`src/rtl/pipe_scoreboard.sv`:
```
// pipe_scoreboard
//   Hazard and forwarding scoreboard for the in-order pipeline. Tracks the
//   destinations of instructions in the DEPTH stages after ID. Checks the ID
//   sources against them, raises a combinational stall, and registers the
//   forwarding selects so they are valid while the consumer sits in EXE.
//
// Ports
//   clk, rst            clock (rising edge), async active-high reset
//   fwd_en              0 = every RAW dependence stalls
//   freeze              hold all state and registered outputs
//   flush               kill the instruction currently in ID
//   id_*                ID-stage instruction: sources, dest, wb/load flags
//   stall               combinational: hold IF/ID, insert a bubble
//   exe_sel_src1/2      0 = regfile, k = forward from stage index k
//   exe_forwarded       either select non-zero
//   inflight            bit r set if a valid entry below WB writes r
//   stall_count         saturating count of stall cycles
module pipe_scoreboard #(
  parameter int REG_W      = 4,
  parameter int DEPTH      = 3,
  parameter int LOAD_STAGE = 2,
  parameter int SEL_W      = $clog2(DEPTH),
  parameter int CNT_W      = 32
) (
  input  logic                  clk,
  input  logic                  rst,
  input  logic                  fwd_en,
  input  logic                  freeze,
  input  logic                  flush,
  input  logic                  id_valid,
  input  logic [REG_W-1:0]      id_src1,
  input  logic [REG_W-1:0]      id_src2,
  input  logic                  id_src1_en,
  input  logic                  id_src2_en,
  input  logic [REG_W-1:0]      id_dest,
  input  logic                  id_wb_en,
  input  logic                  id_mem_r_en,
  output logic                  stall,
  output logic [SEL_W-1:0]      exe_sel_src1,
  output logic [SEL_W-1:0]      exe_sel_src2,
  output logic                  exe_forwarded,
  output logic [2**REG_W-1:0]   inflight,
  output logic [CNT_W-1:0]      stall_count
);

  // Entry state, index 0 = EXE ... DEPTH-1 = WB
  logic [DEPTH-1:0]            vld_q, vld_d;
  logic [DEPTH-1:0]            ld_q, ld_d;
  logic [DEPTH-1:0][REG_W-1:0] dest_q, dest_d;

  logic [SEL_W-1:0] sel1_q, sel1_d, sel2_q, sel2_d;
  logic             fwd_q, fwd_d;
  logic [CNT_W-1:0] cnt_q, cnt_d;

  logic [DEPTH-1:0] m1, m2, fwdok;
  logic [SEL_W-1:0] sel1, sel2;
  logic             hz1, hz2, issue, push_v;

  // Per-entry match / forwardability. The WB entry is never matched: the
  // regfile writes in the first half-cycle and ID reads in the second.
  always_comb begin
    m1 = '0;
    m2 = '0;
    fwdok = '0;
    for (int i = 0; i < DEPTH-1; i++) begin
      m1[i]    = vld_q[i] && (dest_q[i] == id_src1) && id_src1_en;
      m2[i]    = vld_q[i] && (dest_q[i] == id_src2) && id_src2_en;
      // consumer reaches EXE when the producer reaches i+1
      fwdok[i] = fwd_en && !(ld_q[i] && (i+1 < LOAD_STAGE));
    end
  end

  // Walk oldest to youngest so the youngest match's select wins.
  always_comb begin
    sel1 = '0;
    sel2 = '0;
    hz1  = 1'b0;
    hz2  = 1'b0;
    inflight = '0;
    for (int i = DEPTH-2; i >= 0; i--) begin
      if (m1[i]) sel1 = fwd_en ? SEL_W'(i+1) : '0;
      if (m2[i]) sel2 = fwd_en ? SEL_W'(i+1) : '0;
      if (m1[i] && !fwdok[i]) hz1 = 1'b1;
      if (m2[i] && !fwdok[i]) hz2 = 1'b1;
      if (vld_q[i]) inflight[dest_q[i]] = 1'b1;
    end
  end

  assign stall  = id_valid && !flush && (hz1 || hz2);
  assign issue  = id_valid && !stall && !flush;
  assign push_v = issue && id_wb_en;

  always_comb begin
    vld_d  = vld_q;
    ld_d   = ld_q;
    dest_d = dest_q;
    sel1_d = sel1_q;
    sel2_d = sel2_q;
    fwd_d  = fwd_q;
    cnt_d  = cnt_q;
    if (!freeze) begin
      vld_d  = {vld_q[DEPTH-2:0], push_v};
      ld_d   = {ld_q[DEPTH-2:0], push_v && id_mem_r_en};
      dest_d = {dest_q[DEPTH-2:0], id_dest};
      sel1_d = issue ? sel1 : '0;
      sel2_d = issue ? sel2 : '0;
      fwd_d  = issue && ((sel1 != '0) || (sel2 != '0));
      if (stall && (cnt_q != '1)) cnt_d = cnt_q + 1'b1;
    end
  end

  always_ff @(posedge clk or posedge rst) begin
    if (rst) begin
      vld_q  <= '0;
      ld_q   <= '0;
      dest_q <= '0;
      sel1_q <= '0;
      sel2_q <= '0;
      fwd_q  <= 1'b0;
      cnt_q  <= '0;
    end else begin
      vld_q  <= vld_d;
      ld_q   <= ld_d;
      dest_q <= dest_d;
      sel1_q <= sel1_d;
      sel2_q <= sel2_d;
      fwd_q  <= fwd_d;
      cnt_q  <= cnt_d;
    end
  end

  assign exe_sel_src1  = sel1_q;
  assign exe_sel_src2  = sel2_q;
  assign exe_forwarded = fwd_q;
  assign stall_count   = cnt_q;

endmodule

```
`config.mk`:
```
export PLATFORM = sky130hd
export DESIGN_NAME = pipe_scoreboard
export DESIGN_NICKNAME = d
export VERILOG_FILES = /design/src/rtl/pipe_scoreboard.sv
export SDC_FILE = /design/constraint.sdc
export NUM_CORES = 1
export LEC_CHECK = 0
export CAP_MARGIN = 20
export CORE_MARGIN = 3
export CORE_UTILIZATION = 40
export CTS_CLUSTER_SIZE = 40
export DETAILED_ROUTE_END_ITERATION = 8
export PLACE_DENSITY = 0.79
export SYNTH_ARGS = -nofsm -noshare
export SYNTH_HDL_FRONTEND = slang
export SYNTH_SLANG_ARGS = --single-unit
```
`constraint.sdc`:
```
create_clock -name clk -period 2.8 [get_ports clk]
set_input_delay 0.28 -clock clk [delete_from_list [all_inputs] [get_ports clk]]
set_output_delay 0.28 -clock clk [all_outputs]
set_load 0.1 [all_outputs]
```
Yosys cells after proc, flatten, opt, wreduce, memory -nomap -nowiden. Cells that the tools add are included.

Bits in registers: 48. Bits of input ports: 22. Output and inout bits: 54.

Add/subtract/negate cells: 1. Magnitude comparators: 4. Eq/ne operators: 5. Muxes and demuxes: 18. Bitwise logic cells: 2. Reductions and logical operators: 33.

Operator list (count): 32-bit by 1-bit adder with 32-bit output (second input constant) (1); 16-bit 2-to-1 mux (2); 32-bit != test (second input constant) (1); 1-bit logical AND (23); 4-bit equality test (4); 16-bit bitwise OR (1); 2-bit 2-to-1 mux (7); 4-bit by 5-bit less-than comparator with 1-bit output (second input constant) (2); 1-bit demux with 4-bit select (2); 4-bit by 1-bit greater-or-equal comparator with 1-bit output (second input constant) (2); 1-bit 2-to-1 mux (7); 1-bit logical NOT (5); 2-bit nonzero test (2); 1-bit logical OR (2); 2-bit AND reduction (1); 1-bit inverter (1).

Logic depth before layout (Yosys ltp). Gate-level depths: netlist (run 1).

Word-level depth: 13. Depth in mapped cells: 9.

Least setup slack after synthesis (run 1). Ideal clock, no wire load.

Kind: register -> output. Start: register dest_q[2] in the netlist's numbering. End: output stall. Data arrival time: 2720 ps. Required time: 2520 ps. Slack: -200 ps. Stages on the path, launching flop included: 7. Buffers on the path: 1. Cells stage by stage: dfrtp_1 -> clkbuf_1 -> a222oi_1 -> nor4b_4 -> o41ai_1 -> and2_1 -> nor2_1.

Longest elaborated chain between the ends: 7. Elaborated cells between the ends (all ways): 12. Classes of those cells: 2 x eq/ne; 2 x mux; 8 x reduce/logical.

RTL lines: from (decl) (line 49) `logic [DEPTH-1:0][REG_W-1:0] dest_q, dest_d;`; from (signal assigned) (line 124) `dest_q <= dest_d;`; 4-bit equality test, on equally long branches (line 66, 67); 1-bit logical AND, on equally long branches (2 in a row) (line 66, 67); 1-bit logical AND, on equally long branches (line 83, 84); 1-bit 2-to-1 mux, on equally long branches (line 83, 84); 1-bit logical OR (*) (line 89) `assign stall = id_valid && !flush && (hz1 || hz2);`; 1-bit logical AND (*) (line 89); to (decl) (line 38) `output logic stall,`.

Mark *: on every way between the ends. The rest lies on a longest branch, timed or not.

Worst setup path in the final report (run 1).
Start: register dest_q[0] in the netlist's numbering. End: output stall.

Same word-level chain as after synthesis.

==> results of run 1 <==
flip-flops by register name, indices dropped and copies added (netlist names):
signal         count
stall_count       32
dest_q             8
exe_sel_src1       2
exe_sel_src2       2
vld_q              2
exe_forwarded      1
ld_q               1
critical path: stages (launching register included):
cell and delay, ns:
sky130_fd_sc_hd__dfrtp_1 0.46, sky130_fd_sc_hd__inv_2 0.10, sky130_fd_sc_hd__a222oi_1 0.34, sky130_fd_sc_hd__nor4b_4 0.34
sky130_fd_sc_hd__o41ai_1 0.17, sky130_fd_sc_hd__and2_1 0.24, sky130_fd_sc_hd__nor2_2 0.17, sky130_fd_sc_hd__buf_12 0.19
path summary, 6_finish.rpt:
kind,startpoint,to,slack [ns],depth (start not counted)
max in group asynchronous,rst,stall_count[19],1.85,3
setup / recovery,dest_q[0],stall,0.21,7
hold / removal,rst,stall_count[4],0.34,2
setup reg to reg,dest_q[0],stall_count[1],0.51,7
hold reg to reg,ld_q[0],ld_q[0],0.49,2
min in group clk,ld_q[0],ld_q[0],0.49,2
layout by cell type (no fill, tap or decap), types with 2 or more instances in the layout:
cell                              netlist  final
sky130_fd_sc_hd__nand3_1               20     20
sky130_fd_sc_hd__nor2_1                 6      5
sky130_fd_sc_hd__buf_4                  1     57
sky130_fd_sc_hd__and4_1                 8      8
sky130_fd_sc_hd__xnor2_1               30     30
sky130_fd_sc_hd__and3_1                13     13
sky130_fd_sc_hd__o21ai_0                4      4
sky130_fd_sc_hd__nand2b_1               3      3
sky130_fd_sc_hd__clkbuf_8               0      7
sky130_fd_sc_hd__a22o_1                 3      3
sky130_fd_sc_hd__nand4_1               14     14
sky130_fd_sc_hd__nand3b_1               4      4
sky130_fd_sc_hd__buf_12                 0      2
sky130_fd_sc_hd__nor4_2                 1      2
sky130_fd_sc_hd__clkdlybuf4s50_1        0     21
sky130_fd_sc_hd__mux2_2                 5      5
sky130_fd_sc_hd__nand2_1               23     23
sky130_fd_sc_hd__o22ai_1               17     17
sky130_fd_sc_hd__inv_1                  7      6
sky130_fd_sc_hd__and2_1                 3      3
sky130_fd_sc_hd__xor2_1                14     14
sky130_fd_sc_hd__dfrtp_1               48     48
sky130_fd_sc_hd__inv_2                  1      2
kinds of logic (layout without fill, tap and decap cells):
logic type      count (synthesis)  after routing  share of synthesized area, %
buf+inv                        21             95                          3.38
simple gates                  102            102                          23.2
flops                          48             48                          47.0
compound gates                 31             31                          8.23
xor+xnor                       44             44                          15.1
fa+ha+maj                       1              1                         0.490
mux                             6              6                          2.64
area by class of cell:
class	count	area, sq um	share of cell area (%)
multi-input cells	184	1280	37.8
flip-flops and latches	48	1200	35.6
repair buffers	80	678	20.1
clock buffers	7	96.3	2.85
well taps	75	93.8	2.78
inverters	8	30.0	0.890
routing by layer:
| metal | wire (microns) | up-vias | GRT usage (%) |
|---|---|---|---|
| li1 | - | 1054 | - |
| met1 | 2690 | 1086 | 21.6 |
| met2 | 2960 | 81 | 28.9 |
| met3 | 538 | 6 | 5.48 |
| met4 | 63 | 0 | 5.32 |
| met5 | 0 | - | 0 |
power groups by stage:
| stage | sequential (mW) | clock, mW | combinational, mW |
|---|---|---|---|
| CTS | 0.742 | 0.452 | 0.210 |
| global route | 0.747 | 0.482 | 0.225 |
| global placement | 0.755 | 0 | 0.204 |
| floorplan | 0.747 | 0 | 0.146 |
| detailed placement | 0.756 | 0 | 0.208 |
| finish | 0.743 | 0.433 | 0.210 |
stage by stage:
step / hold slack (ns) / utilization (%) / cell area, sq um / instances
4_1_cts: 0.356 / 55.6 / 3370 / 402
3_5_place_dp: 0.463 / 54.0 / 3270 / 395
3_3_place_gp: 0.460 / 54.0 / 3270 / 395
2_1_floorplan: 0.411 / - / 2560 / 253
6_report: 0.340 / 55.7 / 3380 / 402
5_1_grt: 0.393 / 55.7 / 3380 / 402
timing repair:
| item | 4_1_cts | 5_1_grt |
|---|---|---|
| endpoints found under the setup margin | 0 | 1 |
| setup buffers | 0 | 0 |
| endpoints found under the hold margin | 0 | 0 |
| gates resized for setup | 0 | 1 |
==> implementation parameters, run 1 <==
Parameter                              Value

Status
  Result of the run    finished clean

Global routing
  Total track usage    roughly 17%
  Maximum number of pins on one net before global-route repair    32
  GRT overflow    0
  First-pass GRT wire length    roughly 10 mm
  Number of antenna violations at the first check in global routing    0
  Number of global-route vias before repair    between 2000 and 2500

Power and ir drop
  Fraction of power spent switching nets    27.2%
  Internal power contribution    between 1 and 1.5 mW
  Proportion of power drawn by flip-flops and latches    approximately 54%
  Worst vdd rail ir drop    0.000205 V
  Switching pwr    ~380 uW
  Leakage    between 1.5 and 2 nW
  P per Cell Area    411 nW/um^2
  Combinational share of power    15.2%
  Clock group share of total power    a little under a third
  Overall power    1.39 mW

STA
  Tightest Pin Transition    around 0.54 ns
  Clock skew    0.00523 ns
  Max-slew headroom    between 60 and 70%
  Hold Vio Cnt, Final    0
  Count of final max-slew check failures    0
  RSZ-0062 raised after global routing    false
  Total setup violations reported at the end of the flow    0
  Final WS setup    roughly 0.21 ns
  Summed negative setup slack over all endpoints    0 ns
  Ratio of final minimum period to clock period    92.4%
  Highest Clock Rate    387 MHz
  Final Critical Period    approximately 2.6 ns

Detailed routing
  Post-detailed-route via-to-cell ratio    5.54
  Final routed DRC violation total    0
  Detail Route Antenna Nets    0
  Post-detailed-route wirelength per cell    roughly 16 microns
  Length of the first detailed-routing pass in iterations    4
  Via Count    about 2200
  Initial detailed-routing violation count    98
  Total Wirelength    approximately 6.3 mm

Synth
  Post-synth net total    roughly 280
  Number of distinct library cell variants in the gate-level netlist after synthesis    38
  Synthesis-stage register bit count    48
  Most frequent cell after synthesis    sky130_fd_sc_hd__dfrtp_1
  Top cells by area, synth    sky130_fd_sc_hd__dfrtp_1, sky130_fd_sc_hd__xnor2_1, sky130_fd_sc_hd__xor2_1, sky130_fd_sc_hd__o22ai_1, sky130_fd_sc_hd__nand3_1
  Share of the synthesized area in the top cell type    around 47%
  Fraction of registers with async set or reset after synthesis    between 90% and 100%
  Mean instance size in the synthesized netlist    a little over 10 sq um
  Synthesis Warnings    0
  EDFF count, synth    0
  Primary FF master, synth    sky130_fd_sc_hd__dfrtp_1
  Cell Area, Synth    ~2600 sq um
  Cell type contributing the most total cell area after synthesis    sky130_fd_sc_hd__dfrtp_1
  Most used standard cells in the synthesized netlist    sky130_fd_sc_hd__dfrtp_1, sky130_fd_sc_hd__xnor2_1, sky130_fd_sc_hd__nand2_1
  Gate count of the mapped netlist    between 200 and 300
  Part of the Yosys area used for sequential elements    a little under half

Floorplan
  Total die area    about 7400 sq um
  Initial Utilization    a little over two fifths
  I/O Pins    76
  Core Region    approximately 6100 sq um
  Die boundary height    85.9 microns
  Die width    between 80 and 90 microns
  Cell Rows    28

CTS
  Clock transition at the registers of the reported paths    roughly 0.08 ns
  Clock root buffer    sky130_fd_sc_hd__clkbuf_8
  Total clock sinks    48
  Number of H-tree levels    2
  CTS tree    built
  Maximum count of clock buffers along a single path    2
  Clock latency on the worst-skew pair    approximately 0.29 ns
  CTS Buf Count    5
  Count of hold-fix buffers inserted at cts    0

Worst hold path
  Hold crit path type    in -> async

Cells and area
  Final layout net count    350
  Area Overhead vs Synth    32.1%
  Antenna cell count    0
  Fraction of layout cells with a size suffix above 1    about a quarter
  Fillers    550

Placed design
  Post-placement worst setup slack    0.258 ns
  Weighted congestion at the end of routability-driven global placement    about 0.94
  DPL Wire Length    4.75 mm
  Total of buffers placed on input and output ports    75

Run
  Max-Cap Viols    0

Setup path
  Element type at the critical path end    primary output
  Worst setup path category    reg -> out
  Critical Path Start Type    flip-flop
  Worst Path Max Fanout    5
  Required arrival time at the worst endpoint    between 2 and 3 ns
  Arrival time reported for the critical path endpoint    between 2 and 2.5 ns
No activity file was read; power rests on OpenSTA's default activity.
==> run 2: changes to the inputs <==
Settings changed: ABC_AREA set to 1, DONT_BUFFER_PORTS set to 1, PLACE_DENSITY 0.79 to 0.63.
==> run 2 against run 1 <==
Effect of this change: first-iteration DRC count increased by 86%; design area grew 20%; clock power rose by 2%; clock skew up 0.00067 ns; final cell count grew 70%; non-clock buffer count decreased by 29; synthesized cell count is 110% higher; area after synthesis rose by 34%; sequential power grew 0.5%; worst hold slack worse by 0.30 ns; critical path depth increased by 4; fmax up 12%; critical path type is now reg -> reg.
==> implementation parameters, run 2 <==
Parameter                              Value

Synth
  Mean instance size in the synthesized netlist    6.39 sq um (-37%)
  Synthesis-stage register bit count    48 (unchanged)
  Fraction of registers with async set or reset after synthesis    100% (unchanged)
  Most used standard cells in the synthesized netlist    sky130_fd_sc_hd__nand2_1, sky130_fd_sc_hd__nand3_1, sky130_fd_sc_hd__nor2_1
  Part of the Yosys area used for sequential elements    35.0% (-12 points)
  Primary FF master, synth    sky130_fd_sc_hd__dfrtp_1
  Cell type contributing the most total cell area after synthesis    sky130_fd_sc_hd__dfrtp_1
  EDFF count, synth    0 (unchanged)
  Synthesis Warnings    0 (unchanged)
  Share of the synthesized area in the top cell type    35.0% (-12 points)
  Number of distinct library cell variants in the gate-level netlist after synthesis    26 (-32%)
  Cell Area, Synth    3430 sq um (+34%)
  Most frequent cell after synthesis    sky130_fd_sc_hd__nand2_1
  Top cells by area, synth    sky130_fd_sc_hd__dfrtp_1, sky130_fd_sc_hd__nand2_1, sky130_fd_sc_hd__nand3_1, sky130_fd_sc_hd__nor2_1, sky130_fd_sc_hd__o21ai_0
  Gate count of the mapped netlist    536 (+110%)
  Post-synth net total    559 (+100%)

STA
  Ratio of final minimum period to clock period    82.4% (-10 points)
  Max-slew headroom    38.7% (-26 points)
  Total setup violations reported at the end of the flow    0 (unchanged)
  Highest Clock Rate    434 MHz (+12%)
  RSZ-0062 raised after global routing    false
  Post-route worst hold slack    0.0425 ns (-0.298 ns)
  Count of final max-slew check failures    0 (unchanged)
  Summed negative setup slack over all endpoints    0 ns (unchanged)
  Clock skew    0.00589 ns (+0.000667 ns)
  Tightest Pin Transition    0.920 ns (+0.385 ns)
  Final Critical Period    2.31 ns (-0.280 ns)
  Hold Vio Cnt, Final    0 (unchanged)

Cells and area
  Fraction of layout cells with a size suffix above 1    15.7% (-8.8 points)
  Number of flip-flops under the largest register name    32 (unchanged)
  Area used by multi-input combinational logic    2090 sq um (+63%)
  Post-layout instance area    4050 sq um (+20%)
  Antenna cell count    0 (unchanged)
  Area Overhead vs Synth    18.1%
  Register area    1200 sq um (unchanged)
  Most frequent cells in the layout    sky130_fd_sc_hd__nand2_1, sky130_fd_sc_hd__nand3_1, sky130_fd_sc_hd__nor2_1
  Most common cell after layout, fill and taps aside    sky130_fd_sc_hd__nand2_1
  Final layout net count    602 (+72%)
  Fillers    860 (+56%)

Detailed routing
  Post-detailed-route via-to-cell ratio    5.27 (-4.8%)
  Length of the first detailed-routing pass in iterations    5 (+1)
  Post-detailed-route wirelength per cell    14.0 microns (-9.9%)
  Initial detailed-routing violation count    182 (+86%)
  Detail Route Antenna Nets    0 (unchanged)
  Via Count    3612 (+62%)
  Final routed DRC violation total    0 (unchanged)
  Total Wirelength    9.60 mm (+54%)

CTS
  CTS Buf Count    5 (unchanged)
  Clock latency on the worst-skew pair    0.31 ns (+0.02 ns)
  Total clock sinks    48 (unchanged)
  Clock transition at the registers of the reported paths    0.09 ns (about the same)
  Maximum count of clock buffers along a single path    2 (unchanged)
  Cells resized by post-CTS repair    0 (unchanged)
  CTS tree    built
  Clock root buffer    sky130_fd_sc_hd__clkbuf_8
  Number of H-tree levels    2 (unchanged)

Setup path
  Beginning of the critical path    stall_count[0]
  Worst Path Max Fanout    33 (+28)
  Cell type of the slowest stage on the worst timing path    sky130_fd_sc_hd__inv_2
  Worst reg-to-reg path cell count    11 (+4)
  Critical path destination    stall_count[4]
  Slack of the worst reg-to-reg path    0.49 ns (-0.02 ns)
  Critical Path, Cell by Cell    ha_1 -> nand2_1 -> nor2_4 -> nand3_1 -> nor3_1 -> nand2_1 -> nand2_1 -> inv_2 -> nand2_4 -> nand2_1 -> nand2_1
  Most frequent CP cell    sky130_fd_sc_hd__nand2_1
  Critical Path Start Type    flip-flop
  Peak per-stage delay on the critical path    0.43 ns (-0.03 ns)
  Arrival time reported for the critical path endpoint    2.51 ns (+0.20 ns)
  Worst setup path category    reg -> reg
  Worst r2r src    stall_count[0]
  Element type at the critical path end    flip-flop
  Required arrival time at the worst endpoint    3.00 ns (+0.48 ns)
  Capturing point of the worst reg2reg path    stall_count[4]

Placed design
  DPL Wire Length    7.26 mm (+53%)
  Total of buffers placed on input and output ports    0 (-100%)
  Post-placement cell area    3930 sq um (+20%)
  Weighted congestion at the end of routability-driven global placement    0.889 (-5.7%)

Global routing
  Routing usage on met2    34.8% (+6.0 points)
  Total track usage    20.2% (+2.8 points)
  Number of global-route vias before repair    3492 (+60%)
  GRT overflow    0 (unchanged)
  Met1 track utilization from global routing    25.6% (+4.1 points)
  Maximum number of pins on one net before global-route repair    49 (+53%)
  Number of antenna violations at the first check in global routing    0 (unchanged)
  First-pass GRT wire length    16.4 mm (+59%)
  Global Route met3 Usage    4.67% (-0.80 points)
  Most Crowded Layer GR    met2

Power and ir drop
  Combinational share of power    18.6% (+3.4 points)
  Switching pwr    490 uW (+30%)
  Worst vdd rail ir drop    0.000247 V (+20%)
  Leakage    2.02 nW (+29%)
  Proportion of power drawn by flip-flops and latches    51.2% (-2.4 points)
  Fraction of power spent switching nets    33.6% (+6.3 points)
  Internal power contribution    969 uW (-3.9%)
  Clock group share of total power    30.2% (-1.0 points)
  P per Cell Area    360 nW/um^2 (-12%)

Run
  Max-Cap Viols    0 (unchanged)

Status
  Result of the run    finished clean

Floorplan
  Total die area    9710 sq um (+32%)
  Core Region    8260 sq um (+36%)
  Die boundary height    98.6 microns (+15%)
  Initial Utilization    41.5% (-0.66 points)
  Cell Rows    33 (+18%)
  Die width    98.6 microns (+15%)
  I/O Pins    76 (unchanged)

Worst hold path
  Hold crit path type    in -> reg
[run 2: timing repair]
item,CTS,global route
hold buffers,0,1
setup buffers,0,0
hold endpoints to repair,0,18
[run 2: power groups by stage]
stage | Sequential, mW | Clock [mW] | Combinational, mW
2_1_floorplan | 0.772 | 0 | 0.192
3_3_place_gp | 0.758 | 0 | 0.265
3_5_place_dp | 0.760 | 0 | 0.269
4_1_cts | 0.746 | 0.459 | 0.270
5_1_grt | 0.750 | 0.485 | 0.300
6_report | 0.747 | 0.441 | 0.271
[run 2: metal layers]
| metal | vias up | part of all wire, % |
|---|---|---|
| met5 | - | 0 |
| met4 | 0 | 1.2 |
| met3 | 14 | 7.8 |
| met2 | 113 | 49 |
| met1 | 1676 | 42 |
| li1 | 1809 | - |
[run 2: area by class of cell]
class | count | share of cell area [%]
Multi-Input combinational cell | 436 | 51.5
Timing Repair Buffer | 51 | 9.83
Tap cell | 105 | 3.25
Sequential cell | 48 | 29.7
Clock inverter | 2 | 0.247
Inverter | 37 | 3.43
Clock buffer | 6 | 2.04
[run 2: kinds of logic (layout without fill, tap and decap cells)]
| group | Yosys count | in the layout | synth area share, % |
|---|---|---|---|
| AND/OR/NAND/NOR | 384 | 384 | 48.1 |
| buffers and inverters | 52 | 96 | 7.08 |
| flip-flops | 48 | 48 | 35.0 |
| AO/OA/AOI/OAI | 36 | 36 | 5.55 |
| XOR/XNOR | 15 | 15 | 3.83 |
| adder cells (fa/ha/maj) | 1 | 1 | 0.365 |
[run 2: through the flow]
step           setup WS, ns  utilization (%)  total power [mW]  std cells
3_5_place_dp          0.510             47.5              1.03        675
2_1_floorplan        -0.334                -             0.964        536
3_3_place_gp          0.574             47.5              1.02        675
4_1_cts               0.503             48.7              1.47        683
6_report              0.493             49.0              1.46        685
5_1_grt               0.278             49.0              1.54        685
[run 2: how the worst min path moves through the flow]
stage                  start         to  slack, ns  depth (start not counted)
finish                freeze  dest_q[2]       0.04                          1
global route          freeze  dest_q[0]       0.03                          1
CTS                   freeze  dest_q[2]       0.04                          1
detailed placement    freeze  dest_q[3]       0.37                          1
global placement      freeze  dest_q[2]       0.37                          1
floorplan           id_wb_en   vld_q[0]       0.39                          2
[run 2: worst max-delay path, delay by kind of cell (launching register included)]
family / cells / cell delay [ns]
buffers and inverters: 1 / 0.43
DFF: 1 / 0.42
adders and majority gates: 1 / 0.27
and+or+nand+nor: 9 / 1.04
